[src/rtl/sha_const.sv]
// Shared SHA-256 constants, register types and round helper functions.
// Build option SHA224_EN selects the SHA-224 initial value.
package sha_const;

   localparam int unsigned Nw     = 32;
   localparam int unsigned Nb     = 512;
   localparam int unsigned Nm     = 64;
   localparam int unsigned NROUND = 64;

   typedef logic [Nw-1:0] word_t;

   typedef struct packed {
      word_t a;
      word_t b;
      word_t c;
      word_t d;
      word_t e;
      word_t f;
      word_t g;
      word_t h;
   } work_t;

   typedef enum logic [1:0] {
      IDLE   = 2'd0,
      ROUND  = 2'd1,
      UPDATE = 2'd2
   } state_e;

   localparam word_t K [0:63] = '{
      32'h428a2f98, 32'h71374491, 32'hb5c0fbcf, 32'he9b5dba5,
      32'h3956c25b, 32'h59f111f1, 32'h923f82a4, 32'hab1c5ed5,
      32'hd807aa98, 32'h12835b01, 32'h243185be, 32'h550c7dc3,
      32'h72be5d74, 32'h80deb1fe, 32'h9bdc06a7, 32'hc19bf174,
      32'he49b69c1, 32'hefbe4786, 32'h0fc19dc6, 32'h240ca1cc,
      32'h2de92c6f, 32'h4a7484aa, 32'h5cb0a9dc, 32'h76f988da,
      32'h983e5152, 32'ha831c66d, 32'hb00327c8, 32'hbf597fc7,
      32'hc6e00bf3, 32'hd5a79147, 32'h06ca6351, 32'h14292967,
      32'h27b70a85, 32'h2e1b2138, 32'h4d2c6dfc, 32'h53380d13,
      32'h650a7354, 32'h766a0abb, 32'h81c2c92e, 32'h92722c85,
      32'ha2bfe8a1, 32'ha81a664b, 32'hc24b8b70, 32'hc76c51a3,
      32'hd192e819, 32'hd6990624, 32'hf40e3585, 32'h106aa070,
      32'h19a4c116, 32'h1e376c08, 32'h2748774c, 32'h34b0bcb5,
      32'h391c0cb3, 32'h4ed8aa4a, 32'h5b9cca4f, 32'h682e6ff3,
      32'h748f82ee, 32'h78a5636f, 32'h84c87814, 32'h8cc70208,
      32'h90befffa, 32'ha4506ceb, 32'hbef9a3f7, 32'hc67178f2
   };

   localparam word_t IV256 [0:7] = '{
      32'h6a09e667, 32'hbb67ae85, 32'h3c6ef372, 32'ha54ff53a,
      32'h510e527f, 32'h9b05688c, 32'h1f83d9ab, 32'h5be0cd19
   };

   localparam word_t IV224 [0:7] = '{
      32'hc1059ed8, 32'h367cd507, 32'h3070dd17, 32'hf70e5939,
      32'hffc00b31, 32'h68581511, 32'h64f98fa7, 32'hbefa4fa4
   };

`ifdef SHA224_EN
   localparam work_t IV_WORK = '{IV224[0], IV224[1], IV224[2], IV224[3],
                                 IV224[4], IV224[5], IV224[6], IV224[7]};
`else
   localparam work_t IV_WORK = '{IV256[0], IV256[1], IV256[2], IV256[3],
                                 IV256[4], IV256[5], IV256[6], IV256[7]};
`endif

   function automatic word_t ror(input word_t x, input int unsigned n);
      return (x >> n) | (x << (Nw - n));
   endfunction

   function automatic word_t ch(input word_t x, input word_t y, input word_t z);
      return (x & y) ^ (~x & z);
   endfunction

   function automatic word_t maj(input word_t x, input word_t y, input word_t z);
      return (x & y) ^ (x & z) ^ (y & z);
   endfunction

   function automatic word_t S0(input word_t x);
      return ror(x, 2) ^ ror(x, 13) ^ ror(x, 22);
   endfunction

   function automatic word_t S1(input word_t x);
      return ror(x, 6) ^ ror(x, 11) ^ ror(x, 25);
   endfunction

   function automatic word_t s0(input word_t x);
      return ror(x, 7) ^ ror(x, 18) ^ (x >> 3);
   endfunction

   function automatic word_t s1(input word_t x);
      return ror(x, 17) ^ ror(x, 19) ^ (x >> 10);
   endfunction

   function automatic word_t bswap32(input word_t x);
      return {x[7:0], x[15:8], x[23:16], x[31:24]};
   endfunction

   function automatic work_t add_work(input work_t x, input work_t y);
      return '{x.a + y.a, x.b + y.b, x.c + y.c, x.d + y.d,
               x.e + y.e, x.f + y.f, x.g + y.g, x.h + y.h};
   endfunction

endpackage

[src/rtl/sha256_round.sv]
// Combinational single SHA-256 compression round.
module sha256_round
   import sha_const::*;
(
   input  work_t st_i,
   input  word_t k_i,
   input  word_t w_i,
   output work_t st_o
);

   word_t t1;
   word_t t2;

   always_comb begin
      t1   = st_i.h + S1(st_i.e) + ch(st_i.e, st_i.f, st_i.g) + k_i + w_i;
      t2   = S0(st_i.a) + maj(st_i.a, st_i.b, st_i.c);
      st_o = '{t1 + t2, st_i.a, st_i.b, st_i.c,
               st_i.d + t1, st_i.e, st_i.f, st_i.g};
   end

endmodule

[src/rtl/sha256_compress.sv]
// SHA-256 block compression core: one round per clock, chaining value kept across blocks.
// Define SHA224_EN for the SHA-224 initial value and a 224-bit digest on Hash[255:32].
module sha256_compress
   import sha_const::*;
(
   input  logic          clk,
   input  logic          rst,
   input  logic [Nb-1:0] Data,
   input  logic [Nm-1:0] Index,
   input  logic          Ready,
   input  logic          Last,
   output logic          Busy,
   output logic [255:0]  Hash,
   output logic          Hash_Valid
);

   typedef struct packed {
      state_e       state;
      logic [5:0]   t;
      logic         last;
      work_t        work;
      work_t        h;
      word_t [15:0] w;
      logic [255:0] hash;
      logic         hash_valid;
   } reg_t;

   localparam reg_t RESET_REG = '{
      state:      IDLE,
      t:          '0,
      last:       1'b0,
      work:       '0,
      h:          IV_WORK,
      w:          '0,
      hash:       '0,
      hash_valid: 1'b0
   };

   reg_t  r_q;
   reg_t  r_d;
   work_t round_out;
   work_t h_sum;
   work_t h_sel;

   sha256_round u_round (
      .st_i (r_q.work),
      .k_i  (K[r_q.t]),
      .w_i  (r_q.w[0]),
      .st_o (round_out)
   );

   always_comb begin
      r_d            = r_q;
      r_d.hash_valid = 1'b0;
      h_sum          = add_work(r_q.h, r_q.work);
      h_sel          = (Index == '0) ? IV_WORK : r_q.h;

      unique case (r_q.state)
         IDLE: begin
            if (Ready) begin
               for (int unsigned i = 0; i < 16; i++) begin
                  r_d.w[i] = bswap32(Data[i*Nw +: Nw]);
               end
               r_d.h     = h_sel;
               r_d.work  = h_sel;
               r_d.last  = Last;
               r_d.t     = '0;
               r_d.state = ROUND;
            end
         end
         ROUND: begin
            r_d.work = round_out;
            // w[0] is consumed this round; the expanded word enters at the top
            for (int unsigned i = 0; i < 15; i++) begin
               r_d.w[i] = r_q.w[i+1];
            end
            r_d.w[15] = s1(r_q.w[14]) + r_q.w[9] + s0(r_q.w[1]) + r_q.w[0];
            r_d.t     = r_q.t + 6'd1;
            if (r_q.t == 6'(NROUND - 1)) begin
               r_d.state = UPDATE;
            end
         end
         UPDATE: begin
            r_d.h = h_sum;
            if (r_q.last) begin
`ifdef SHA224_EN
               r_d.hash = {h_sum.a, h_sum.b, h_sum.c, h_sum.d,
                           h_sum.e, h_sum.f, h_sum.g, 32'h0};
`else
               r_d.hash = h_sum;
`endif
               r_d.hash_valid = 1'b1;
            end
            r_d.state = IDLE;
         end
         default: r_d.state = IDLE;
      endcase
   end

   always_ff @(posedge clk or negedge rst) begin
      if (!rst) begin
         r_q <= RESET_REG;
      end else begin
         r_q <= r_d;
      end
   end

   assign Busy       = (r_q.state != IDLE);
   assign Hash       = r_q.hash;
   assign Hash_Valid = r_q.hash_valid;

endmodule

[config.mk]
export PLATFORM = sky130hd
export DESIGN_NAME = sha256_compress
export DESIGN_NICKNAME = d
export VERILOG_FILES = /design/src/rtl/sha_const.sv /design/src/rtl/sha256_round.sv /design/src/rtl/sha256_compress.sv
export SDC_FILE = /design/constraint.sdc
export NUM_CORES = 2
export LEC_CHECK = 0
export ABC_CLOCK_PERIOD_IN_PS = 7300
export CORE_MARGIN = 2
export CORE_UTILIZATION = 50
export DETAILED_ROUTE_END_ITERATION = 6
export PLACE_DENSITY = 0.72
export SYNTH_ARGS = -nofsm -noshare
export SYNTH_HDL_FRONTEND = slang
export SYNTH_SLANG_ARGS = --single-unit
[constraint.sdc]
create_clock -name clk -period 7.3 [get_ports clk]
set_clock_uncertainty 0.2 [all_clocks]
set_input_delay 1.095 -clock clk [delete_from_list [all_inputs] [get_ports clk]]
set_output_delay 1.095 -clock clk [all_outputs]
set_load 0.01 [all_outputs]
==> out/summary.md <==
The largest single stage delay on the critical path is 0.50 ns. In this run the tool buffered the top-level ports with 837 buffer cells. For this run, the share of the core covered by cells in the final layout is 61.4%. Entering global routing, the biggest net connects 263 pins.

The run gives 7 as the number of setup violations in the final report. Summed over all instances, the cell type with the most area after synthesis is dfrtp_1. The checks that failed: design-rule violations, negative hold slack, negative setup slack. Number of instances in the synthesized netlist: 9732. Clock tree synthesis selected as its root buffer the cell clkbuf_16. In this run the tightest slew margin relative to its limit is 7.12%. The die covers 0.170 sq mm. The run gives 0 as the final-report max-slew violation count. The largest driver fanout on the critical path is 4, and the total number of vias is 78100. After synthesis the netlist holds a flip-flop and latch count of 1290.

Before antenna repair, the detailed router went through 7 iterations. The DRC violation count after routing is 42, and the horizontal die dimension is 412 um. Counting the fill cells in the layout gives 14300.

The mapped netlist covers 0.0833 sq mm. After the last flow step, the layout net total stands at 11600. After Yosys synthesis, full adders, half adders and majority gates account for 10.9% of the synthesized area. Of the post-synthesis cell area, the dominant cell type holds 34.7%.

Measured along the y axis, the die boundary spans 412 um. The cell family contributing the most delay on the critical path is compound AO/OA/AOI/OAI gates. Fraction of the mapped netlist area in compound gates: 20.2%. When the netlist entered floorplanning its net count stood at 10900. In this run, distinct cell masters in the synthesized netlist total 110. The first global-routing pass estimated 499000 um of wire.

STA classifies the critical path startpoint as a flop. In this run the worst hold path is classified as input port to asynchronous set/reset pin. The most common cell in the synthesized netlist is nand2_1.

The largest family of logic cells by synthesized area was compound AO/OA/AOI/OAI gates. At the pin with the least slew margin, the transition time is 1.39 ns. The routed design has 348000 um of wire. The synthesized-area fraction occupied by xor and xnor cells came out at 5.99%.

Summing the areas of all and, or, nand and nor instances in the mapped netlist gives 15.5% of the synthesized area. The clock period minus final worst setup slack was 7.69 ns; the count of antenna-violating nets left after detailed routing was 0. Measured against the total synthesized area, the mux share comes to 0.805%. The region available for standard cell placement spans 0.165 sq mm.

STA classifies the critical path endpoint as a flop. Sorting the synthesized cells by area gives the leading types as dfrtp_1 35%, nand2_1 7.5%, ha_1 6.0%, fa_1 4.7%, dfstp_2 4.3%. The worst setup path is of the flop to flop kind. Setup repair after global routing could not meet its margin everywhere. For this design, the CTS-stage hold fixing added 0 buffers. The flow ran to the end, but the final reports show violations. TritonCTS built the clock tree. The clock drives 1290 sinks. STA puts the critical path data required time at 7.83 ns.

Dividing the final minimum period by the clock period gives 105%. The synthesized area per cell came out at 8.56 sq um. For this configuration, the core starts out at a cell density of 50.4%.

CTS built an H-tree with a depth of 4. Number of placed I/O pins: 838. The slowest stage of the critical path belongs to the cell fa_1. After detailed routing, the average wire length per cell comes to 27.2 um. The commonest cells after synthesis are 1655 x nand2_1, 1154 x dfrtp_1, 904 x nor2_1. The clock slew seen by the registers of the worst setup and hold paths was 0.06 ns; the hold violation count in the final report was 3. The wire-length estimate of the detail-placed layout is 264000 um. The sum of buffers and inverters on the critical path was 3; the ratio of cells with drive above 1 in the final layout was 11.8%. The area added between synthesis and finish came out at 21.8%. In this run, synthesis inferred 0 flip-flops with an integrated enable. The sequential share of the synthesized area was 38.9%. Among all flip-flop cells after synthesis, the most frequent one is dfrtp_1. TritonCTS created 146 clock buffers. Yosys printed 0 warnings.

Routability-driven placement finished with a final weighted congestion of 1.05. The highest clock rate is 130 MHz. No sink is reached through more buffers than the 3 on the longest clock path.

The floorplan row count was 149. The combined area of the multi-input logic cells was 0.0453 sq mm. The run gives 33 as the number of antenna violations at the first check in global routing. Clock latency on the worst-skew pair, taken at its later pin, is 0.82 ns. The sequential cells in the finished layout cover a total of 0.0325 sq mm.

Summed over all layers, the global routing overflow is 0. Data arrives at the worst endpoint at 8.22 ns. The first routing iteration left 9615 violations.

The number of global-route vias before repair was 75200. The run gives -0.387 ns as the least setup slack across all paths after layout. The share of synthesized registers carrying an async set or reset was 100%; the global routing usage summed across all routing layers was 39.9%.

Most repeated library cell on the critical path: fa_1. After detailed routing, the number of vias per cell comes to 6.10. Max-cap violations in this run came to 0. The tools report the worst-case hold slack as -0.0207 ns.
==> kinds of logic (layout without fill, tap and decap cells) <==
| group | after synthesis | count (layout) |
|---|---|---|
| AND/OR/NAND/NOR | 3119 | 3119 |
| buffers and inverters | 1426 | 2289 |
| other | 0 | 21 |
| multiplexers | 53 | 53 |
| flip-flops | 1290 | 1290 |
| adder cells (fa/ha/maj) | 615 | 615 |
| AO/OA/AOI/OAI | 2662 | 2662 |
| XOR/XNOR | 567 | 567 |
==> state kept, by name (all words and copies together) (netlist names) <==
signal / count
r_q: 1033
Hash_Valid: 1
Hash: 256
==> worst register-to-register path, delay by kind of cell, from the launching register on <==
family / cells / cell delay, ns
compound gates: 13 / 3.03
xor+xnor: 4 / 0.80
buf+inv: 3 / 0.15
simple gates: 5 / 0.49
flops: 1 / 0.40
fa+ha+maj: 6 / 2.55
==> worst paths after layout <==
path                       startpoint         to  slack [ns]  depth (start not counted)
setup / recovery            r_q[1148]  r_q[1280]       -0.39                         31
hold / removal                    rst   r_q[631]       -0.02                          1
hold reg to reg             Hash[204]  Hash[204]        0.27                          2
max in group asynchronous         rst   r_q[347]        5.24                          2
min in group clk            Hash[204]  Hash[204]        0.27                          2
setup reg to reg            r_q[1148]  r_q[1280]       -0.39                         31
==> area by class of cell <==
class / instances / area share, %
multi-input cells: 7016 / 44.7
diodes: 21 / 0.0518
inverters: 531 / 1.97
well taps: 2189 / 2.70
flip-flops and latches: 1290 / 32.0
clock inverters: 60 / 0.974
repair buffers: 1489 / 13.4
clock buffers: 209 / 4.25
==> placed cells by master (no fill, tap or decap), types with 57 or more instances in the layout <==
cell type        instances
clkbuf_16              151
a31oi_1                533
clkdlybuf4s50_1        836
a21o_1                 160
o21ai_1                 74
a22oi_1                 78
a21oi_1                519
nor2_1                 895
dfstp_2                136
buf_4                  621
inv_1                  517
fa_1                   192
o22ai_1                 83
ha_1                   388
o21ai_0                609
nor3_1                 143
xor2_1                 215
nand2b_1                70
nand3_1                 93
o21a_1                  57
dfrtp_1               1149
xnor2_1                338
nand2_1               1642
a222oi_1                86
a211oi_1                59
==> metal layers <==
metal  global-route usage (%)  vias up  part of all wire (%)  wire, um
li1                         -    34800                     -         -
met1                     51.1    38100                    39    135000
met2                     61.8     4164                    45    156000
met3                     8.68      965                   9.3     32400
met4                     24.4       28                   7.2     25000
met5                    0.480        -                 0.082       287
==> repair_timing <==
action,4_1_cts,5_1_grt
setup buffers,9,17
pin swaps,29,64
endpoints found under the hold margin,0,0
resized for setup,41,104
endpoints found under the setup margin,21,32
==> metrics by stage <==
stage	setup TNS (ns)	setup WS [ns]	area, sq um	instances
2_1_floorplan	0	0.00968	83400	9732
3_3_place_gp	-3.78	-0.571	95300	12500
3_5_place_dp	-4.93	-0.677	95300	12500
4_1_cts	-1.23	-0.373	101000	12800
5_1_grt	-4.16	-0.658	101000	12800
6_report	-1.65	-0.387	101000	12800
Power is left out: the tool's default activity adds up to more than one toggle a clock period on the data nets, which glitch-free logic cannot reach.
